==> src/rtl/rand_range_gen.sv <==
// rtl/rand_range_gen.sv - LFSR random source with run-time seed, range bounds and valid/ready output
module rand_range_gen #(
    parameter int               WIDTH     = 4,
    parameter logic [WIDTH-1:0] TAPS      = 4'b1100,
    parameter logic [WIDTH-1:0] SEED      = 4'b0010,
    parameter int               MODE      = 0,
    parameter int               MAX_TRIES = 4
) (
    input  logic             clk,
    input  logic             reset,
    input  logic             enable,
    input  logic             seed_load,
    input  logic [WIDTH-1:0] seed_in,
    input  logic [WIDTH-1:0] lo,
    input  logic [WIDTH-1:0] hi,
    input  logic             rand_ready,
    output logic             rand_valid,
    output logic [WIDTH-1:0] rand_out
);

    localparam logic [7:0] TRIES = 8'(MAX_TRIES);

    logic [WIDTH-1:0] lfsr;
    logic [WIDTH-1:0] low_b;
    logic [WIDTH-1:0] high_b;
    logic [WIDTH-1:0] clamped;
    logic [WIDTH-1:0] out_next;
    logic             feedback;
    logic             in_range;
    logic             accepting;
    logic             take;
    logic             load_out;
    logic [7:0]       miss;
    logic [7:0]       miss_inc;
    logic [7:0]       miss_next;

    // Order the bounds so a swapped lo/hi pair describes the same range, then clamp the candidate.
    always_comb begin
        low_b    = (lo <= hi) ? lo : hi;
        high_b   = (lo <= hi) ? hi : lo;
        in_range = (lfsr >= low_b) && (lfsr <= high_b);
        if (lfsr < low_b) begin
            clamped = low_b;
        end else if (lfsr > high_b) begin
            clamped = high_b;
        end else begin
            clamped = lfsr;
        end
        feedback  = ^(lfsr & TAPS);
        accepting = !rand_valid || rand_ready;
        take      = enable && !seed_load && accepting;
        miss_inc  = miss + 8'd1;
    end

    // Decide whether the current candidate becomes the next output or counts as a rejected draw.
    always_comb begin
        load_out  = 1'b0;
        out_next  = clamped;
        miss_next = miss;
        if (take) begin
            if (MODE == 0) begin
                load_out = 1'b1;
            end else if (in_range) begin
                load_out  = 1'b1;
                out_next  = lfsr;
                miss_next = 8'd0;
            end else if (miss_inc >= TRIES) begin
                load_out  = 1'b1;
                miss_next = 8'd0;
            end else begin
                miss_next = miss_inc;
            end
        end
    end

    // LFSR state: reseed has priority over stepping; an all-zero state recovers to SEED on the next step.
    always_ff @(posedge clk) begin
        if (reset) begin
            lfsr <= SEED;
        end else if (seed_load) begin
            lfsr <= (seed_in == '0) ? SEED : seed_in;
        end else if (enable) begin
            lfsr <= (lfsr == '0) ? SEED : {lfsr[WIDTH-2:0], feedback};
        end
    end

    // Output register: holds an unconsumed value until transfer; seed_load flushes validity but keeps the data.
    always_ff @(posedge clk) begin
        if (reset) begin
            rand_valid <= 1'b0;
            rand_out   <= '0;
            miss       <= 8'd0;
        end else if (seed_load) begin
            rand_valid <= 1'b0;
            miss       <= 8'd0;
        end else begin
            miss <= miss_next;
            if (load_out) begin
                rand_out   <= out_next;
                rand_valid <= 1'b1;
            end else if (rand_ready) begin
                rand_valid <= 1'b0;
            end
        end
    end

endmodule

==> config.mk <==
export PLATFORM = sky130hd
export DESIGN_NAME = rand_range_gen
export DESIGN_NICKNAME = d
export VERILOG_FILES = /design/src/rtl/rand_range_gen.sv
export SDC_FILE = /design/constraint.sdc
export NUM_CORES = 1
export LEC_CHECK = 0
export CORE_UTILIZATION = 45
export CTS_CLUSTER_SIZE = 25
export DETAILED_ROUTE_END_ITERATION = 7
export GPL_ROUTABILITY_DRIVEN = 1
export PLACE_DENSITY = 0.75
export SLEW_MARGIN = 30
export SYNTH_ARGS = -nofsm -noshare
export SYNTH_HDL_FRONTEND = slang
export SYNTH_SLANG_ARGS = --single-unit
==> constraint.sdc <==
create_clock -name clk -period 7.7 [get_ports clk]
set_input_delay 1.54 -clock clk [delete_from_list [all_inputs] [get_ports clk]]
set_output_delay 1.54 -clock clk [all_outputs]
set_load 0.02 [all_outputs]
==> results of run 1 <==
==> power by group through the flow <==
stage | sequential (mW) | clock (mW) | combinational, mW
CTS | 0.0532 | 0.0395 | 0.0707
global placement | 0.0542 | 0 | 0.0678
global route | 0.0536 | 0.0407 | 0.0776
floorplan | 0.0558 | 0 | 0.0466
detailed placement | 0.0543 | 0 | 0.0702
finish | 0.0533 | 0.0371 | 0.0704
==> per-stage QoR <==
step | utilization [%] | hold WS, ns
3_3_place_gp | 61.7 | 0.487
6_report | 63.3 | 0.506
3_5_place_dp | 61.7 | 0.494
4_1_cts | 63.3 | 0.507
2_1_floorplan | - | 0.571
5_1_grt | 63.3 | 0.535
==> worst max-delay path, delay by kind of cell <==
kind	cells	cell delay [ns]
simple gates	2	0.19
buf+inv	2	0.57
fa+ha+maj	2	0.56
compound gates	4	1.07
mux	3	1.06
==> flip-flops by register name, summed over array words and instances, names as in the netlist <==
name	cells
rand_valid	1
lfsr	4
rand_out	4
==> cell usage after synthesis <==
cell and instances:
ha_1 12, nor2_1 12, inv_1 11, mux2i_1 11
dfxtp_1 9, mux2_2 7, a21oi_1 6, o21ai_0 6
a211oi_1 4, nand2_1 4, clkbuf_1 3, nor3_1 2
o211ai_1 2, a21oi_4 1, and4_1 1, mux2_1 1
nor2b_1 1, nor2b_2 1, nor3b_1 1, o211ai_2 1
o21a_1 1, o311ai_0 1
==> worst paths after layout <==
kind,start,to,slack (ns),cells after the start
max,hi[1],rand_out[2],2.88,13
min,rand_out[1],rand_out[1],0.51,2
min reg2reg,rand_out[1],rand_out[1],0.51,2
max reg2reg,lfsr[0],rand_out[2],5.44,7
==> cell type report <==
| class | instances | area, um^2 |
|---|---|---|
| Fill cell | 161 | 634 |
| Multi-Input combinational cell | 75 | 602 |
| Timing Repair Buffer | 21 | 210 |
| Sequential cell | 9 | 180 |
| Inverter | 11 | 41.3 |
| Tap cell | 25 | 31.3 |
| Clock buffer | 3 | 22.5 |
| Clock inverter | 1 | 5.00 |
==> routing by layer <==
| layer | part of all wire [%] | GRT usage (%) | up-vias | wire (um) |
|---|---|---|---|---|
| li1 | - | - | 391 | - |
| met1 | 44 | 22.2 | 332 | 794 |
| met2 | 51 | 34.5 | 21 | 923 |
| met3 | 3.0 | 1.20 | 4 | 54 |
| met4 | 2.0 | 12.7 | 0 | 36 |
| met5 | 0 | 0 | - | 0 |
==> cell families (layout without fill, tap and decap cells) <==
family	count (synthesis)	count (layout)	share of synthesized area, %
buf+inv	14	36	6.30
fa+ha+maj	12	12	18.0
compound gates	22	22	18.0
mux	19	19	24.0
simple gates	22	22	12.1
flops	9	9	21.6
==> impl_metrics.tcl, run 1 <==
set metrics [dict create \
    cpMaxStageDelayCell "clkdlybuf4s50_1" \
    final_cell_mix "clkdlybuf4s50_1, nor2_1, ha_1" \
    p_int_mw 0.106 \
    path_cells "clkdlybuf4s50_1, inv_1, ha_1, nor2b_2, o211ai_2, a21oi_4, mux2_2, ha_1, nand2_1, o21ai_0, mux2_2, mux2_2, a211oi_1" \
    hpwl_um 1520 \
    syn_inst 98 \
    gp_congestion 0.777 \
    grt_pass1_wl_um 2840 \
    wire_per_inst_um 12.5 \
    ys_ff_latch 9 \
    p_seq_share_pct 33.1 \
    clk_latency_ns 0.26 \
    antenna_found_initial 0 \
    cts-resized-gates 0 \
    core_um2 1730 \
    hold_viol_final 0 \
    critical_path_class "in -> reg" \
    drc 0 \
    rsz0062_at_grt "no" \
    groute.usage.overall_pct 19.4 \
    initial_core_util_pct 48.3 \
    cp.required_ns 7.87 \
    fin_skew_ns 0.00591 \
    cts_tree "built" \
    cp_common_cell "mux2_2" \
    ir_drop_mv 0.106 \
    final_common_cell "clkdlybuf4s50_1" \
    avgSynthCellArea_um2 8.52 \
    switching_share_pct 33.9 \
    ys_warn_count 0 \
    yosysSeqAreaShare_pct 21.6 \
    final.min_clock_period_ns 4.82 \
    synthTopCellsByArea "dfxtp_1, ha_1, mux2i_1" \
    cap_violations 0 \
    timing_worst_slew_pin_value_ns 0.751 \
    hold_class "reg -> reg" \
    drv_slew 0 \
    p_switching_mw 0.0544 \
    root_buffer "clkbuf_4" \
    drt-total-wl_um 1810 \
    yosysTopAreaCell "dfxtp_1" \
    cts_setup_buffers 0 \
    worstPathArrival_ns 4.99 \
    grt_max_degree 10 \
    n_antenna_cell 0 \
    worst_setup_path_end_kind "flop" \
    syn_area_um2 835 \
    p_total_mw 0.161 \
    synth.distinct_cells 22 \
    combinationalPowerShare_pct 43.8 \
    path_clk_slew_ns 0.07 \
    portBuffers 21 \
    status "completed" \
    first_global_vias 719 \
    gr-total-overflow 0 \
    cts_buffers 3 \
    die_h_um 45.1 \
    dp_slack_ns 2.62 \
    stdcell_area_um2 1090 \
    cts.sinks 9 \
    pwr-share-clk_pct 23.1 \
    ctsHoldBuffers 0 \
    dieArea_um2 2030 \
    crit_path_max_incr_delay_ns 0.51 \
    clock_path_buffers 2 \
    layout.cells.non_filler 145 \
    power_density_nw_per_um2 147 \
    firstDrtPassIters 4 \
    fin_crit_sh_pct 62.6 \
    io-pin-count 22 \
    crit_fanout 8 \
    start_kind "input pin" \
    leakage_nw 0.483 \
    drive_gt1_share_pct 11.7 \
    via_per_inst 5.16 \
    place_area_um2 1060 \
    fin_nets 150 \
    die_x_um 45.1 \
    relSlewSlack_pct 49.9 \
    fin_setup_tns_ns 0 \
    synth_top_area_share_pct 21.6 \
    areaGrowthSynthToFinish_pct 30.9 \
    via_count 748 \
    dp.cells 141 \
    ant_nets 0 \
    syn_nets 127 \
    drtIter0Drc 8 \
    num_rows 15 \
    htreeDepth 1 \
    fmax_mhz 207 \
    worst_slack_ns 2.88 \
    setup_viol 0 \
]
Note: power is estimated with default switching activity, not from simulation.
==> inputs of run 2 (changes only) <==
Settings changed: CORE_UTILIZATION 45 to 43.
Clock period 7.7 ns to 4.21 ns, I/O delays scaled along.
==> impl_metrics.tcl, run 2 (same netlist as run 1, synthesis figures left out) <==
set metrics [dict create \
    worstPathArrival_ns 4.16 \
    hold_path_end "rand_out[1]" \
    fillers 168 \
    final_core_util_pct 63.1 \
    fin_crit_sh_pct 94.9 \
    status "completed" \
    drtIter0Drc 3 \
    timing_worst_slew_pin_value_ns 0.780 \
    drive_gt1_share_pct 13.0 \
    dieArea_um2 2120 \
    dp_slack_ns -0.0638 \
    ctsHoldBuffers 0 \
    final_common_cell "clkdlybuf4s50_1" \
    portBuffers 21 \
    crit_fanout 4 \
    drv_slew 0 \
    initial_core_util_pct 47.3 \
    seq_area_um2 180 \
    leakage_nw 0.495 \
    relSlewSlack_pct 47.9 \
    num_rows 15 \
    hold_viol_final 0 \
    groute.usage.overall_pct 20.2 \
    r2r_slack_ns 2.05 \
    ant_nets 0 \
    antenna_found_initial 0 \
    reg2reg_to "rand_out[3]" \
    min_path_cells 2 \
    min-delay-start "rand_out[1]" \
    gr-total-overflow 0 \
    path_clk_slew_ns 0.06 \
    wire_per_inst_um 12.1 \
    top_regs "lfsr (4), rand_out (4), rand_valid (1)" \
    stdcell_area_um2 1110 \
    dp.cells 144 \
    cap_violations 0 \
    place_area_um2 1090 \
    via_count 757 \
    first_global_vias 747 \
    drt-total-wl_um 1790 \
    pwr-share-clk_pct 22.3 \
    worst_slack_ns 0.214 \
    final.min_clock_period_ns 4.00 \
    grt_pass1_wl_um 3110 \
    p_int_mw 0.201 \
    n_antenna_cell 0 \
    clk_latency_ns 0.25 \
    switching_share_pct 32.8 \
    core_um2 1760 \
    gp_congestion 0.844 \
    fin_nets 153 \
    rr_worst_depth 7 \
    clock_path_buffers 2 \
    rsz0062_at_grt "no" \
    hold_class "reg -> reg" \
    final_cell_mix "clkdlybuf4s50_1, nor2_1, ha_1" \
    hold_ws_ns 0.505 \
    io-pin-count 22 \
    fin_skew_ns 0.000273 \
    cts_setup_buffers 0 \
    critical_path_class "in -> reg" \
    die_x_um 46.1 \
    worst_setup_path_end_kind "flop" \
    root_buffer "clkbuf_4" \
    combinationalPowerShare_pct 45.2 \
    p_seq_share_pct 32.5 \
    r2r-start "lfsr[1]" \
    power_density_nw_per_um2 269 \
    firstDrtPassIters 4 \
    htreeDepth 1 \
    hpwl_um 1520 \
    p_switching_mw 0.0981 \
    fmax_mhz 250 \
    layout.cells.non_filler 148 \
    cts.sinks 9 \
    drc 0 \
    start_kind "input pin" \
    via_per_inst 5.11 \
    cts_tree "built" \
    fin_setup_tns_ns 0 \
    grt_max_degree 10 \
    p_total_mw 0.299 \
    multi_input_area_um2 602 \
    cp.required_ns 4.38 \
    setup_viol 0 \
    areaGrowthSynthToFinish_pct 33.4 \
    cts_buffers 3 \
    die_h_um 46.1 \
    ir_drop_mv 0.206 \
]
## run 2: cell count changes in the layout (fill, tap and decap cells not counted), sizes merged
cell	change
clkbuf	+1
clkinv	-1
buf	+3
## run 2: worst max-delay path, stage by stage
cell and delay, ns:
clkdlybuf4s50_1 0.51, inv_1 0.06, ha_1 0.28, nor2b_2 0.16, o211ai_2 0.11, a21oi_4 0.19, buf_4 0.16, mux2i_1 0.23
ha_1 0.28, a21oi_1 0.14, o21ai_0 0.10, o21ai_1 0.23, mux2_2 0.37, mux2_2 0.26, a211oi_1 0.24
## run 2: metal layers
metal	GRT usage (%)	routed length, um
met5	0	0
met4	7.06	0
met3	1.57	43
met2	37.5	929
met1	24.0	813
## run 2: timing repair
item	4_1_cts	5_1_grt
endpoints found under the hold margin	0	0
resized for setup	0	1
endpoints found under the setup margin	0	2
## run 2: worst max-delay path by stage
stage | start | end
final | hi[1] | rand_out[3]
after global routing | hi[1] | rand_out[3]
after CTS | hi[1] | rand_out[3]
after detailed placement | hi[1] | rand_out[3]
after global placement | hi[3] | rand_out[2]
after floorplan | hi[3] | rand_out[1]
## run 2: area by class of cell
type	instances	share of cell area, %
inverters	11	3.71
repair buffers	24	20.9
well taps	25	2.81
clock buffers	4	2.36
multi-input cells	75	54.0
flip-flops and latches	9	16.2
## run 2: power by group through the flow
stage                     clock, mW  combinational (mW)  sequential (mW)
final                        0.0666               0.135           0.0973
after global routing         0.0745               0.151           0.0982
after CTS                    0.0701               0.136           0.0973
after detailed placement          0               0.135           0.0992
after global placement            0               0.130           0.0989
after floorplan                   0              0.0852            0.102
==> inputs of run 3 (changes only) <==
Settings changed: CORE_UTILIZATION 43 to 45, CTS_BUF_LIST set to sky130_fd_sc_hd__clkbuf_8, PLACE_DENSITY 0.75 to 0.78.
==> impl_metrics.tcl, run 3 (same netlist as run 1, synthesis figures left out) <==
set metrics [dict create \
    drt-total-wl_um 1770 \
    final_cell_mix "clkdlybuf4s50_1, inv_1, nor2_1, ha_1, mux2i_1" \
    first_global_vias 719 \
    grt_pass1_wl_um 2910 \
    num_rows 15 \
    timing_worst_slew_pin_value_ns 0.774 \
    hold_class "reg -> reg" \
    ctsHoldBuffers 0 \
    cts_tree "built" \
    relSlewSlack_pct 48.3 \
    clock_path_buffers 2 \
    setup_viol 0 \
    rsz0062_at_grt "no" \
    ant_nets 0 \
    ir_drop_mv 0.233 \
    path_clk_slew_ns 0.04 \
    crit_fanout 4 \
    io-pin-count 22 \
    wire_per_inst_um 12.0 \
    cap_violations 0 \
    critical_path_class "in -> reg" \
    fin_nets 153 \
    die_h_um 45.1 \
    gp_congestion 0.824 \
    hold_viol_final 0 \
    fillers 163 \
    via_per_inst 5.03 \
    cp.required_ns 4.34 \
    worstPathArrival_ns 4.19 \
    cts.sinks 9 \
    antenna_found_initial 0 \
    n_antenna_cell 0 \
    dieArea_um2 2030 \
    fin_crit_sh_pct 96.3 \
    p_total_mw 0.329 \
    fmax_mhz 247 \
    fin_skew_ns 0.00496 \
    firstDrtPassIters 4 \
    gr-total-overflow 0 \
    portBuffers 21 \
    power_density_nw_per_um2 291 \
    clk_latency_ns 0.23 \
    areaGrowthSynthToFinish_pct 35.7 \
    final_core_util_pct 65.6 \
    cts_buffers 3 \
    die_x_um 45.1 \
    htreeDepth 1 \
    start_kind "input pin" \
    grt_max_degree 10 \
    final_common_cell "clkdlybuf4s50_1" \
    top_regs "lfsr (4), rand_out (4), rand_valid (1)" \
    leakage_nw 0.507 \
    initial_core_util_pct 48.3 \
    hpwl_um 1510 \
    drive_gt1_share_pct 13.0 \
    drc 0 \
    cts_setup_buffers 0 \
    core_um2 1730 \
    drv_slew 0 \
    groute.usage.overall_pct 19.5 \
    root_buffer "clkbuf_8" \
    status "completed" \
    worst_setup_path_end_kind "flop" \
    drtIter0Drc 3 \
    via_count 745 \
    final.min_clock_period_ns 4.05 \
]
## run 3: cell count changes in the layout (fill, tap and decap cells not counted)
cell / before / now
clkbuf_4: 3 / 0
inv_1: 11 / 12
clkbuf_1: 1 / 0
clkbuf_8: 0 / 3
## run 3: timing repair
item                                   in CTS  in global routing
endpoints found under the hold margin       0                  0
resized for setup                           0                  1
setup endpoints to repair                   0                  3
## run 3: layout make-up
class / count / area, um^2 / share of cell area, %
sequential: 9 / 180 / 15.9
tap: 25 / 31.3 / 2.76
timing repair buffer: 24 / 233 / 20.6
multi-input combinational: 75 / 602 / 53.1
clock inverter: 1 / 3.75 / 0.331
clock buffer: 3 / 41.3 / 3.65
inverter: 11 / 41.3 / 3.65
## run 3: worst paths after layout
check / start / to / slack (ns) / cells after the start
setup / recovery: hi[1] / rand_out[1] / 0.16 / 15
hold / removal: rand_out[2] / rand_out[2] / 0.50 / 2
setup reg to reg: lfsr[1] / rand_out[1] / 2.02 / 7
hold reg to reg: rand_out[2] / rand_out[2] / 0.50 / 2
## run 3: critical path: stages
cell and delay, ns:
clkdlybuf4s50_1 0.52, inv_1 0.06, ha_1 0.28, nor2b_2 0.15
o211ai_2 0.10, a21oi_4 0.18, buf_4 0.16, mux2i_1 0.23
ha_1 0.28, a21oi_1 0.15, o21ai_0 0.11, o21ai_1 0.23
mux2_2 0.38, mux2_2 0.26, a211oi_1 0.24
## run 3: stage by stage
step | cell area (um^2) | cells | TNS (ns) | setup slack (ns) | hold slack, ns
after floorplan | 835 | 98 | 0 | 0.590 | 0.571
after global placement | 1090 | 144 | 0 | 0.0288 | 0.489
after detailed placement | 1090 | 144 | -0.237 | -0.0982 | 0.494
after CTS | 1130 | 148 | 0 | 0.126 | 0.500
after global routing | 1130 | 148 | 0 | 0.00785 | 0.527
final | 1130 | 148 | 0 | 0.155 | 0.500
## run 3: report_power, final
group,internal [mW],total (mW),leakage (nW),switching (mW)
logic,0.0728,0.134,0.406,0.0617
registers,0.0919,0.0979,0.0744,0.00597
clock network,0.0635,0.0970,0.0269,0.0336
## run 3: per-layer routing
metal  GRT usage, %  part of all wire, %  vias up
met5              0                    0        -
met4           5.45                  1.1        0
met3           3.60                  2.9        2
li1               -                    -      399
met2           36.8                   50       18
met1           22.1                   46      326
